--- config.mk ---
export PLATFORM = sky130hd
export DESIGN_NAME = psr_ctx_stack
export DESIGN_NICKNAME = d
export VERILOG_FILES = /design/src/rtl/psr_ctx_stack.sv
export SDC_FILE = /design/constraint.sdc
export NUM_CORES = 1
export LEC_CHECK = 0
export CAP_MARGIN = 20
export CORE_ASPECT_RATIO = 0.9
export CORE_MARGIN = 2
export CORE_UTILIZATION = 40
export CTS_BUF_LIST = sky130_fd_sc_hd__clkbuf_8 sky130_fd_sc_hd__clkbuf_16
export CTS_CLUSTER_DIAMETER = 30
export DETAILED_ROUTE_END_ITERATION = 8
export MAX_ROUTING_LAYER = met4
export PLACE_DENSITY = 0.76
export SKIP_LAST_GASP = 1
export SLEW_MARGIN = 15
export SYNTH_ARGS = -nofsm -noshare
export SYNTH_HDL_FRONTEND = slang
export SYNTH_SLANG_ARGS = --single-unit
--- constraint.sdc ---
create_clock -name clk_i -period 3.09 [get_ports clk_i]
set_clock_uncertainty 0.15 [all_clocks]
set_input_delay 0.4635 -clock clk_i [delete_from_list [all_inputs] [get_ports clk_i]]
set_output_delay 0.4635 -clock clk_i [all_outputs]
set_load 0.05 [all_outputs]
--- src/rtl/psr_ctx_stack.sv ---
// Program status register with a LIFO context stack for nested interrupt/exception entry.
// Optional build macro PSR_CLEAR_ON_PUSH_EN: an effective push also clears the live flags.
module psr_ctx_stack #(
    parameter  int FLAG_W  = 5,
    parameter  int DEPTH   = 4,
    localparam int DEPTH_W = $clog2(DEPTH + 1)
) (
    input  logic               clk_i,
    input  logic               rst_i,
    input  logic [FLAG_W-1:0]  flags_i,
    input  logic [FLAG_W-1:0]  flag_we_i,
    input  logic               wr_en_i,
    input  logic [FLAG_W-1:0]  wr_data_i,
    input  logic               push_i,
    input  logic               pop_i,
    input  logic               err_clr_i,
    output logic [FLAG_W-1:0]  flags_o,
    output logic [DEPTH_W-1:0] depth_o,
    output logic               empty_o,
    output logic               full_o,
    output logic               ovf_o,
    output logic               unf_o
);

    localparam int                 IDX_W     = (DEPTH > 1) ? $clog2(DEPTH) : 1;
    localparam logic [DEPTH_W-1:0] DEPTH_MAX = DEPTH_W'(DEPTH);

`ifdef PSR_CLEAR_ON_PUSH_EN
    localparam bit CLEAR_ON_PUSH = 1'b1;
`else
    localparam bit CLEAR_ON_PUSH = 1'b0;
`endif

    logic [FLAG_W-1:0]  flags_q, flags_d;
    logic [DEPTH_W-1:0] depth_q, depth_d;
    logic               ovf_q, ovf_d;
    logic               unf_q, unf_d;
    logic [FLAG_W-1:0]  stack_q [DEPTH];

    logic               is_empty, is_full;
    logic               push_only, pop_only, swap_req;
    logic               push_eff, pop_eff, swap_eff;
    logic               ovf_set, unf_set;
    logic [IDX_W-1:0]   push_idx, top_idx;
    logic [FLAG_W-1:0]  top_val;
    logic [FLAG_W-1:0]  alu_val, upd_val;
    logic               stack_we;
    logic [IDX_W-1:0]   stack_widx;

    assign is_empty  = (depth_q == '0);
    assign is_full   = (depth_q == DEPTH_MAX);

    assign push_only = push_i & ~pop_i;
    assign pop_only  = pop_i & ~push_i;
    assign swap_req  = push_i & pop_i;

    assign push_eff  = push_only & ~is_full;
    assign pop_eff   = pop_only & ~is_empty;
    assign swap_eff  = swap_req & ~is_empty;

    assign ovf_set   = push_only & is_full;
    assign unf_set   = (pop_only | swap_req) & is_empty;

    // Indices are only used when the matching operation is effective, so truncation is safe.
    assign push_idx  = IDX_W'(depth_q);
    assign top_idx   = IDX_W'(depth_q - 1'b1);
    assign top_val   = stack_q[top_idx];

    assign alu_val   = (flags_q & ~flag_we_i) | (flags_i & flag_we_i);
    assign upd_val   = wr_en_i ? wr_data_i : alu_val;

    always_comb begin
        flags_d    = upd_val;
        depth_d    = depth_q;
        stack_we   = 1'b0;
        stack_widx = push_idx;

        if (pop_eff || swap_eff) begin
            flags_d = top_val;
        end else if (push_eff && CLEAR_ON_PUSH) begin
            flags_d = '0;
        end

        if (push_eff) begin
            stack_we   = 1'b1;
            stack_widx = push_idx;
            depth_d    = depth_q + 1'b1;
        end else if (pop_eff) begin
            depth_d    = depth_q - 1'b1;
        end else if (swap_eff) begin
            stack_we   = 1'b1;
            stack_widx = top_idx;
        end

        // A new error in the same cycle as a clear request must survive.
        ovf_d = ovf_set | (ovf_q & ~err_clr_i);
        unf_d = unf_set | (unf_q & ~err_clr_i);
    end

    always_ff @(posedge clk_i or posedge rst_i) begin
        if (rst_i) begin
            flags_q <= '0;
            depth_q <= '0;
            ovf_q   <= 1'b0;
            unf_q   <= 1'b0;
            for (int i = 0; i < DEPTH; i++) begin
                stack_q[i] <= '0;
            end
        end else begin
            flags_q <= flags_d;
            depth_q <= depth_d;
            ovf_q   <= ovf_d;
            unf_q   <= unf_d;
            if (stack_we) begin
                stack_q[stack_widx] <= flags_q;
            end
        end
    end

    assign flags_o = flags_q;
    assign depth_o = depth_q;
    assign empty_o = is_empty;
    assign full_o  = is_full;
    assign ovf_o   = ovf_q;
    assign unf_o   = unf_q;

endmodule

==> flow_summary_export.csv <==
group,metric,value,unit
worst_setup_path,critPathArrivalTime,2.31,ns
drt,vias_per_cell,5.450,
synthesis,avgSynthCellArea,12.05,µm²
pwr,combinationalPowerShare,48.5,%
floorplan,top_level_ports,33,
timing,min_period,2.928,ns
finish,fin_nets,193,
pwr,swShare,39.50,%
global_routing,grt-ovfl-total,0,
timing,worstMarginPinSlew,0.5170,ns
pwr,finalPower,2.324,mW
pwr,p_leak,0.9181,nW
pwr,power_density,1090,mW/mm²
floorplan,start_util,40.78,%
clock_tree,postCtsSetupBuffers,0,
global_routing,antenna_found_initial,0,
synthesis,synth-edff-count,0,
synthesis,ys_warn_count,0,
synthesis,ys_seq_area_share,45.80,%
worst_setup_path,regToRegStartpoint,"depth_o[1]",
synthesis,yosysUniqueCellTypes,38,
synthesis,synth_nets,160,
timing,rsz0062_at_grt,"no",
placement,dp.cells,210,
synthesis,synth_flop_cell,"dfrtp_1",
synthesis,synth-seq-cells,30,
timing,max_freq,341.5,MHz
clock_tree,path_clk_slew,0.06,ns
clock_tree,clock_path_buffers,2,
worst_setup_path,slowest_delay,0.80,ns
drt,routed_wl,3.544,mm
worst_setup_path,r2r-end,"stack_q[12]",
drt,wl_per_cell,16.26,µm
worst_setup_path,worstSetupPathType,"reg2out",
synthesis,syn_area,0.001639,mm²
placement,pre_cts_ws,0.3580,ns
pwr,p_int,1.406,mW
job,cap_violations,0,
floorplan,core_area,0.004019,mm²
timing,setup_viol,0,
placement,dp_hpwl,2.542,mm
drt,dr.pass1.iters,4,
worst_setup_path,critPathMaxFanout,10,
worst_setup_path,path_delay_family,"buffers and inverters",
finish,mostFrequentLayoutCell,"clkdlybuf4s50_1",
timing,fin_ws,0.1616,ns
worst_hold_path,min_path_type,"reg2reg",
global_routing,grt_pass1_wl,6.258,mm
finish,drive_gt1_share,20.00,%
worst_setup_path,cp_num_buf_inv,3,
floorplan,design.die.area,0.004627,mm²
worst_hold_path,hold_path_end,"stack_q[1]",
clock_tree,cts.sinks,30,
synthesis,syn_inst,136,
worst_setup_path,cp_slowest_cell,"clkdlybuf4s50_1",
worst_hold_path,holdPathStages,1,
drt,drt_iter0_drc,61,
pwr,pwr-share-seq,30.4,%
global_routing,grt_start_max_net_pins,31,
timing,drv_slew,0,
clock_tree,clk_latency,0.28,ns
floorplan,die_w,71.48,µm
placement,gp_congestion,0.7980,
worst_setup_path,required,2.48,ns
placement,io_buffers,32,
drt,drc_errors,0,
worst_setup_path,crit_path_end_kind,"output port",
timing,max_slew_margin,65.42,%
finish,instances_no_fill,218,
worst_setup_path,path_cells,"inv_1, ha_1, nand2b_4, inv_4, clkdlybuf4s50_1",
timing,tns,0,ns
timing,hold_viol_final,0,
global_routing,grt_usage,18.56,%
timing,fin_crit_sh,94.77,%
floorplan,rows,22,
clock_tree,h-tree-depth,2,
worst_setup_path,critPathLaunchType,"flop",
finish,num_antenna_cells,0,
worst_setup_path,worst-r2r-setup-slack,0.62,ns
synthesis,async_flop_share,100.0,%
worst_setup_path,r2r_cells,5,
drt,antenna_left,0,
pwr,clkPwrFrac,21.1,%
clock_tree,cts_made_buffers,5,
pwr,p_switching,918.0,µW
pwr,vdd_drop_max,0.4845,mV
worst_hold_path,hp-start,"stack_q[1]",
global_routing,grt_pass1_vias,1287,
clock_tree,ctsResizeCount,0,
finish,final_cell_mix,"clkdlybuf4s50_1, dfrtp_1, mux2_2, nand2_1, mux2_1",
clock_tree,cts_tree,"built",
clock_tree,clock-root-buffer,"clkbuf_8",
floorplan,die_h,64.73,µm
outcome,status,"completed",
clock_tree,cts_hold_buf,0,
drt,vias,1188,
finish,area_growth_syn_to_layout,30.08,%
[per-layer routing]
| layer | track usage [%] | wire, µm | vias to the layer above |
|---|---|---|---|
| met5 | - | 0 | - |
| met4 | 10.85 | 83 | 0 |
| li1 | - | - | 561 |
| met2 | 29.05 | 1784 | 39 |
| met1 | 22.54 | 1524 | 576 |
| met3 | 3.421 | 151 | 12 |
[layout make-up]
| class | instances | area, µm² |
|---|---|---|
| well taps | 48 | 60.06 |
| inverters | 6 | 25.02 |
| multi-input cells | 92 | 818.3 |
| clock inverters | 2 | 60.06 |
| fillers | 334 | 1887 |
| repair buffers | 34 | 335.3 |
| flip-flops and latches | 30 | 750.7 |
| clock buffers | 6 | 82.58 |
[synth_stat cells, drive strengths merged (5+ instances only)]
| library cell | n | area, µm² |
|---|---|---|
| mux4 | 5 | 112.6 |
| buf | 6 | 37.53 |
| mux2 | 20 | 225.2 |
| o21ai | 7 | 35.03 |
| dfrtp | 30 | 750.7 |
| inv | 6 | 25.03 |
| nand2 | 9 | 33.78 |
| mux2i | 7 | 70.07 |
| nor2 | 5 | 18.77 |
| a21oi | 8 | 62.56 |
[power groups by stage]
stage	clock (mW)	sequential [mW]	combinational [mW]
finish	0.490	0.707	1.13
detailed placement	0	0.711	1.13
floorplan	0	0.856	0.675
global route	0.522	0.736	1.21
global placement	0	0.698	1.09
CTS	0.501	0.705	1.13
[cells by family after synthesis]
family | Yosys count | synth area share (%)
adder cells (fa/ha/maj) | 3 | 2.290
buffers and inverters | 14 | 4.275
AO/OA/AOI/OAI | 26 | 11.45
XOR/XNOR | 2 | 1.069
multiplexers | 32 | 24.89
flip-flops | 30 | 45.80
AND/OR/NAND/NOR | 29 | 10.23
[metrics by stage]
step                util, %  hold WS (ns)  cell area [µm²]
global route          53.05        0.3473             2132
CTS                   53.05        0.3395             2132
global placement      49.50        0.3167             1989
finish                53.05        0.3353             2132
detailed placement    49.50        0.3248             1989
floorplan                 -        0.3032             1639
[how the worst max path moves through the flow]
stage | slack, ns | end | cells after the start | startpoint
final | 0.16 | empty_o | 5 | depth_o[1]
after global routing | 0.06 | full_o | 4 | depth_o[1]
after CTS | 0.16 | empty_o | 5 | depth_o[1]
after detailed placement | 0.36 | stack_q[0] | 5 | pop_i
after global placement | 0.45 | stack_q[9] | 5 | pop_i
after floorplan | 0.37 | stack_q[8] | 9 | depth_o[0]
No activity file was read; power rests on OpenSTA's default activity.
